--- config.mk ---
export PLATFORM = sky130hd
export DESIGN_NAME = conv_out_buffer
export DESIGN_NICKNAME = d
export VERILOG_FILES = /design/src/rtl/conv_out_buffer.sv
export SDC_FILE = /design/constraint.sdc
export NUM_CORES = 2
export LEC_CHECK = 0
export BUFFER_PORTS_ARGS = -buffer_cell sky130_fd_sc_hd__clkbuf_2
export CORE_MARGIN = 2
export CORE_UTILIZATION = 60
export DETAILED_ROUTE_END_ITERATION = 8
export PLACE_DENSITY = 0.86
export SLEW_MARGIN = 20
export SYNTH_ARGS = -nofsm -noshare
export SYNTH_HDL_FRONTEND = slang
export SYNTH_SLANG_ARGS = --single-unit
--- constraint.sdc ---
create_clock -name clk -period 12.7 [get_ports clk]
set_input_delay 0.635 -clock clk [delete_from_list [all_inputs] [get_ports clk]]
set_output_delay 0.635 -clock clk [all_outputs]
set_load 0.01 [all_outputs]
--- src/rtl/conv_out_buffer.sv ---
// Output buffer and AXI-stream framer behind the convolution quantisation stage.
// Absorbs non-stallable upstream beats in a FIFO and frames them with M_Last/Done.
module conv_out_buffer #(
  parameter int unsigned PICTURE_NUM           = 1,
  parameter int unsigned CHANNEL_OUT_NUM       = 8,
  parameter int unsigned WIDTH_DATA            = 8,
  parameter int unsigned DATA_W                = PICTURE_NUM * CHANNEL_OUT_NUM * WIDTH_DATA,
  parameter int unsigned WIDTH_FEATURE_SIZE    = 12,
  parameter int unsigned WIDTH_CHANNEL_NUM_REG = 10,
  parameter int unsigned FIFO_DEPTH            = 64,
  parameter int unsigned PIPE_LAT              = 16
) (
  input  logic                             clk,
  input  logic                             rst,
  input  logic                             Start,
  input  logic [WIDTH_FEATURE_SIZE-1:0]    Row_Num_Out_REG,
  input  logic [WIDTH_CHANNEL_NUM_REG-1:0] Channel_Out_Num_REG,
  input  logic [DATA_W-1:0]                S_Data,
  input  logic                             S_Valid,
  output logic                             S_Ready,
  output logic [DATA_W-1:0]                M_Data,
  output logic                             M_Valid,
  input  logic                             M_Ready,
  output logic                             M_Last,
  output logic                             Done,
  output logic                             Overflow
);

  localparam int unsigned AW = $clog2(FIFO_DEPTH);
  localparam int unsigned CW = AW + 1;
  localparam int unsigned WF = WIDTH_FEATURE_SIZE;
  localparam int unsigned WC = WIDTH_CHANNEL_NUM_REG;

  typedef enum logic [1:0] {IDLE, RUN, DONE} state_t;

  state_t            state;
  logic [DATA_W-1:0] mem [FIFO_DEPTH];
  logic [AW-1:0]     wr_ptr, rd_ptr;
  logic [CW-1:0]     fifo_cnt, occ;
  logic              out_valid;
  logic [WF-1:0]     n_reg, col, row;
  logic [WC-1:0]     c_reg, chan;
  logic              running, hs, at_last, rd_en, wr_en;

  always_comb begin
    running = (state == RUN);
    hs      = out_valid && M_Ready;
    at_last = (chan == c_reg - WC'(1)) && (col == n_reg - WF'(1)) && (row == n_reg - WF'(1));
    // The output register is not refilled on the final handshake, so later
    // beats stay queued for the next frame.
    rd_en   = running && (fifo_cnt != '0) && (!out_valid || M_Ready) && !(hs && at_last);
    wr_en   = running && S_Valid && ((fifo_cnt != CW'(FIFO_DEPTH)) || rd_en);
    occ     = fifo_cnt + CW'(out_valid);
  end

  assign S_Ready = (32'(occ) + PIPE_LAT) < FIFO_DEPTH;
  assign M_Valid = out_valid;
  assign M_Last  = out_valid && at_last;

  always_ff @(posedge clk) begin
    if (wr_en) mem[wr_ptr] <= S_Data;
  end

  always_ff @(posedge clk) begin
    if (!rst) begin
      state     <= IDLE;
      wr_ptr    <= '0;
      rd_ptr    <= '0;
      fifo_cnt  <= '0;
      out_valid <= 1'b0;
      M_Data    <= '0;
      Done      <= 1'b0;
      Overflow  <= 1'b0;
      n_reg     <= '0;
      c_reg     <= '0;
      chan      <= '0;
      col       <= '0;
      row       <= '0;
    end else begin
      if (wr_en) wr_ptr <= wr_ptr + AW'(1);
      if (rd_en) begin
        rd_ptr    <= rd_ptr + AW'(1);
        M_Data    <= mem[rd_ptr];
        out_valid <= 1'b1;
      end else if (hs) begin
        out_valid <= 1'b0;
      end
      case ({wr_en, rd_en})
        2'b10:   fifo_cnt <= fifo_cnt + CW'(1);
        2'b01:   fifo_cnt <= fifo_cnt - CW'(1);
        default: fifo_cnt <= fifo_cnt;
      endcase

      case (state)
        IDLE: begin
          Done <= 1'b0;
          if (Start) begin
            n_reg    <= Row_Num_Out_REG;
            c_reg    <= Channel_Out_Num_REG;
            chan     <= '0;
            col      <= '0;
            row      <= '0;
            Overflow <= 1'b0;
            state    <= ((Row_Num_Out_REG == '0) || (Channel_Out_Num_REG == '0)) ? DONE : RUN;
          end
        end
        RUN: begin
          if (hs) begin
            if (chan == c_reg - WC'(1)) begin
              chan <= '0;
              if (col == n_reg - WF'(1)) begin
                col <= '0;
                row <= row + WF'(1);
              end else begin
                col <= col + WF'(1);
              end
            end else begin
              chan <= chan + WC'(1);
            end
            if (at_last) begin
              state <= DONE;
              Done  <= 1'b1;
            end
          end
        end
        DONE: begin
          // Entered via the last handshake Done is already high; the zero-size
          // path raises it here instead, one cycle later.
          Done  <= !Done;
          state <= IDLE;
        end
        default: state <= IDLE;
      endcase

      if (S_Valid && !wr_en) Overflow <= 1'b1;
    end
  end

endmodule

# Word-level counts from Yosys, hierarchy flattened
# Memory sizes are Yosys's and may differ from the RTL's. A register that Yosys moved wholly into a read port is not among the register bits.
# Index checks and enable logic that the tools add are counted.
# totals
register_bits	80
mem_bits_rw	4096
input_bits	91
elab_cells	103
memories	1
# classes
add_sub_neg	11
n_lt_le_gt_ge	1
eq_ne	13
n_mux	29
reduce_logical	36
# mem_list
name	words	width	read_ports	rd_ports_with_merged_regs	wr	line_no	rtl
mem	64	64	1	1	1	37	logic [DATA_W-1:0] mem [FIFO_DEPTH];
# ops
op	count
$mux W12	7
$pmux W12 S2	2
$mux W10	3
$add A12 B1 Y12 const B	2
$eq A12 B12 Y1	2
$pmux W10 S2	1
$pmux W7 S2	1
$add A6 B1 Y6 const B	2
$logic_not A12 Y1	1
$sub A12 B1 Y12 const B	1
$logic_and A1 B1 Y1	11
$add A10 B1 Y10 const B	1
$eq A10 B10 Y1	1
$logic_not A10 Y1	1
$reduce_bool A2 Y1	5
$sub A10 B1 Y10 const B	1
$mux W1	9
$reduce_and A3 Y1	3
$add A7 B5 Y8 const B	1
$lt A8 B7 Y1 const B	1
$mux W2	4
$ne A2 B1 Y1 const B	4
$add A7 B1 Y7	1
$add A7 B1 Y7 const B	1
other kinds (15)	24

# Depth between registers and ports, before layout
# logic_depth
depth_word	13
ltp_mapped	20
depth_no_buf	18

# Worst setup path after synthesis
# No wires, ideal clock.
# synth_timing
path_kind	reg-to-reg
from	register n_reg[0]
to	memory mem[61][0] (netlist bit), enable pin
setup_time_ns	0.645
t_arrival_ns	8.762
required_ns	12.055
setup_slack_ns	3.293
path_stages_with_launch	14
path_buffers	4
synth_period_minus_slack_ns	9.407
cell_sequence	dfxtp_1 -> buf_2 -> inv_1 -> ha_1 -> clkbuf_1 -> nor4b_1 -> a211oi_1 -> o21ai_0 -> nor4_4 -> a21o_1 -> a41o_4 -> buf_6 -> buf_8 -> nor4_1
# synth_via
elab_chain_len	11
elab_cells_between_ends	12
# synth_lines
element	line_no	rtl
from (decl)	41	logic [WF-1:0] n_reg, col, row;
from (signal assigned)	98	n_reg <= Row_Num_Out_REG;
$sub A12 B1 Y12 (*)	48	at_last = (chan == c_reg - WC'(1)) && (col == n_reg - WF'(1)) && (row == n_reg - WF'(1));
$eq A12 B12 Y1	48	
$logic_and A1 B1 Y1	48	
$logic_and A1 B1 Y1 (*)	48	
$logic_and A1 B1 Y1 (*)	51	rd_en = running && (fifo_cnt != '0) && (!out_valid || M_Ready) && !(hs && at_last);
$logic_not A1 Y1 (*)	51	
$logic_and A1 B1 Y1 (*)	51	
$logic_or A1 B1 Y1 (*)	52	wr_en = running && S_Valid && ((fifo_cnt != CW'(FIFO_DEPTH)) || rd_en);
$logic_and A1 B1 Y1 (*)	52	
$mux W1 (*)	61	if (wr_en) mem[wr_ptr] <= S_Data;
$mux W1 (implied by the code) (*)	61	
to (decl)	37	
# Mark *: on every way between the ends. The rest lies on a longest branch, timed or not.

# Worst setup path in the final report
# layout_timing
from	register n_reg[0]
to	memory mem[28][30] (netlist bit), enable pin
# The elaborated chain is that of the path after synthesis.

==> out/metrics.yaml <==
outcome:
  status: "finished, final reports clean"
clock_network:
  cts_buffers: 406
  root_buffer: "clkbuf_16"
  clock_path_buffers: 4
  cts_tree: "yes"
  h-tree-depth: 5
  clkLatencyLatePin_ps: 980
  path_clk_slew_ps: 70
  cts_sinks: 4240
sta:
  fmax_mhz: 157
  clock_skew_ps: 73.3
  hold_viol: 0
  setup-tns-final_ps: 0
  finalCritPeriodShare_pct: 50.0
  min_period_ps: 6350
  slew_viol_final: 0
  slew_headroom_pct: 10.1
  rsz0062_at_grt: "false"
  setup_viol: 0
  tightest_slew_ps: 1350
routing:
  first_pass_iters: 6
  wirelength_mm: 534
  wl_per_cell_um: 48.4
  ant_nets: 0
  vias: 85100
  route.detailed.drc: 0
  dr.first_iter.drc_count: 18000
  avgViaCountPerCell: 7.71
worst_setup_path:
  r2r_slack_ps: 6350
  reg2reg_to: "mem[28][30]"
  cp-start-kind: "register"
  arrival_ps: 6890
  critPathCaptureType: "register"
  r2r_start: "n_reg[0]"
  crit_fanout: 45
  r2r_cells: 12
  worst_ep_required_time_ps: 13240
  crit_type: "register to register"
cells_and_area:
  reg_top3: "mem: 4096 flops, M_Data: 64 flops"
  drive_gt1_share_pct: 31.8
  nets: 7216
  fillers: 14500
  top_register: "mem"
  area_growth_pct: 11.9
  fin_area_mm2: 0.182
  largest_reg_flops: 4096
floorplan:
  die-area_mm2: 0.275
  rows: 190
  ioPinCount: 160
  coreArea_mm2: 0.269
  die_y_um: 524
  die_x_um: 524
  start_util_pct: 60.4
flow_run:
  maxCapViolCount: 0
global_route:
  antenna_found_initial: 53
  grt_use_total_pct: 39.5
  grt_pass1_wl_mm: 730
  first_global_vias: 84500
  grt_overflow: 0
  grt_start_max_net_pins: 138
yosys:
  ys_types: 76
  synthesis.area_mm2: 0.162
  synth.most_common_cell: "edfxtp_1"
  synthDominantCellAreaShare_pct: 75.7
  async_reset_ff_share_pct: 0
  syn-num-nets: 6815
  syn_area_per_cell_um2: 24.2
  synth_cells: 6707
  ys_seq_area_share_pct: 77.5
  yosys_warnings: 0
  synth-edff-count: 4096
  synthFlopType: "edfxtp_1"
  synthTopCellsByArea: "edfxtp_1 76%, mux4_2 19%, dfxtp_1 1.8%"
  synth_area_leader_cell: "edfxtp_1"
  yosys-top-cells-count: "4,096 x edfxtp_1, 1,344 x mux4_2, 248 x clkbuf_1"
  ys_seq_elements: 4240
power_and_ir_drop:
  p_leak_nw: 55.0
  sw_frac_of_total_pct: 24.0
  peakVddDrop_mv: 0.223
  p_sw_mw: 7.53
  p_clk_share_pct: 40.3
  seq_power_share_pct: 49.4
  internal-power_mw: 23.8
  power_frac_comb_pct: 10.3
  powerDensity_mw_per_mm2: 172
min_path:
  hold_path_end: "n_reg[7]"
  holdCritPathClass: "input pin to register"
  holdPathStages: 3
  worstHoldStart: "Row_Num_Out_REG[7]"
placement:
  io_buffers: 159
  dpl-instance-area_mm2: 0.168
  gp_congestion: 0.811
  hpwl_mm: 265
-- kinds of logic (layout without fill, tap and decap cells) --
logic type | Yosys count | count (layout) | share of synthesized area [%]
adders and majority gates | 18 | 18 | 0.142
DFF | 4240 | 4240 | 77.5
xor gates and xnor gates | 60 | 60 | 0.328
and+or+nand+nor | 432 | 432 | 1.32
other | 0 | 39 | 0
AOI/OAI and AO/OA | 139 | 139 | 0.563
buffers and inverters | 396 | 1133 | 1.01
muxes | 1422 | 1422 | 19.1
-- area by class of cell --
type,instances,area (µm²),area share (%)
tap,3552,4440,2.45
clock inverter,232,2210,1.22
sequential,4240,126000,69.3
inverter,27,111,0.0613
multi-input combinational,2071,35300,19.4
antenna,39,97.6,0.0537
timing repair buffer,362,2660,1.46
clock buffer,512,11000,6.06
-- power by group through the flow --
stage | registers [mW] | clock network, mW | logic [mW]
after floorplan | 15.7 | 0 | 2.09
after global placement | 15.8 | 0 | 2.89
after detailed placement | 15.8 | 0 | 3.07
after CTS | 15.5 | 12.6 | 3.19
after global routing | 15.5 | 13.0 | 3.33
final | 15.5 | 12.6 | 3.22
-- metrics by stage --
stage / utilization, % / power [mW] / std cells / setup WS [ps] / hold slack (ps)
floorplan: - / 17.8 / 6707 / 3290 / 448
global placement: 62.6 / 18.7 / 10200 / 6740 / 464
detailed placement: 62.6 / 18.9 / 10200 / 6460 / 470
CTS: 67.6 / 31.2 / 11000 / 6350 / 17.1
global route: 67.6 / 31.8 / 11000 / 6110 / 54.1
finish: 67.7 / 31.3 / 11000 / 6350 / 28.1
-- critical path, stage by stage (launching register included) --
cell and delay (ps):
dfxtp_1 410, inv_1 120, ha_1 380, or3b_2 520
a2111oi_0 450, nor4_1 80, o21ai_0 210, nor4_4 120
a21o_1 240, a41o_4 430, or4_1 920, nor2_4 840
buf_4 960
-- cell usage in the layout, fill, tap and decap left out, types with 15 or more instances in the layout --
cell type	synthesis	layout
mux4_2	1344	1344
nor4_1	18	15
clkinv_1	0	95
clkinvlp_4	0	17
or3_1	20	20
ha_1	16	16
nor3_1	35	22
nand2b_1	19	19
a21oi_1	52	52
nand3_1	26	26
clkbuf_1	248	72
and3_1	15	15
dfxtp_1	144	138
xor2_1	30	30
diode_2	0	39
nor2_4	2	49
clkbuf_16	0	417
xnor2_1	29	29
clkbuf_8	0	23
bufinv_16	0	39
clkbuf_2	0	128
clkinv_2	0	62
nand2_1	90	90
buf_4	0	191
dlygate4sd3_1	0	18
inv_1	25	24
edfxtp_1	4096	4096
o21ai_0	25	25
nor2_1	156	109
mux2i_1	77	77
-- routing by layer --
| layer | share of wire, % | wire length [µm] | global-route usage, % | vias to the layer above |
|---|---|---|---|---|
| li1 | - | - | - | 29700 |
| met1 | 29 | 154000 | 47.4 | 43500 |
| met2 | 48 | 255000 | 62.0 | 9432 |
| met3 | 14 | 74500 | 11.4 | 2394 |
| met4 | 9.4 | 50000 | 28.5 | 44 |
| met5 | 0.063 | 337 | 0.398 | - |
-- what timing repair did --
action                                 CTS  global route
gates resized for setup                  0             0
endpoints found under the hold margin   18             0
buffers inserted                         0             0
hold buffers                            18             0
-- how the worst max path moves through the flow --
stage	to	slack, ps	startpoint	depth (start not counted)
floorplan	mem[61][0]	3290	n_reg[0]	13
global placement	mem[28][43]	6740	n_reg[0]	12
detailed placement	mem[28][37]	6460	n_reg[0]	12
CTS	mem[28][34]	6350	n_reg[0]	12
global route	mem[28][15]	6110	n_reg[0]	12
finish	mem[28][30]	6350	n_reg[0]	12
Power figures use the tool's default switching activity.
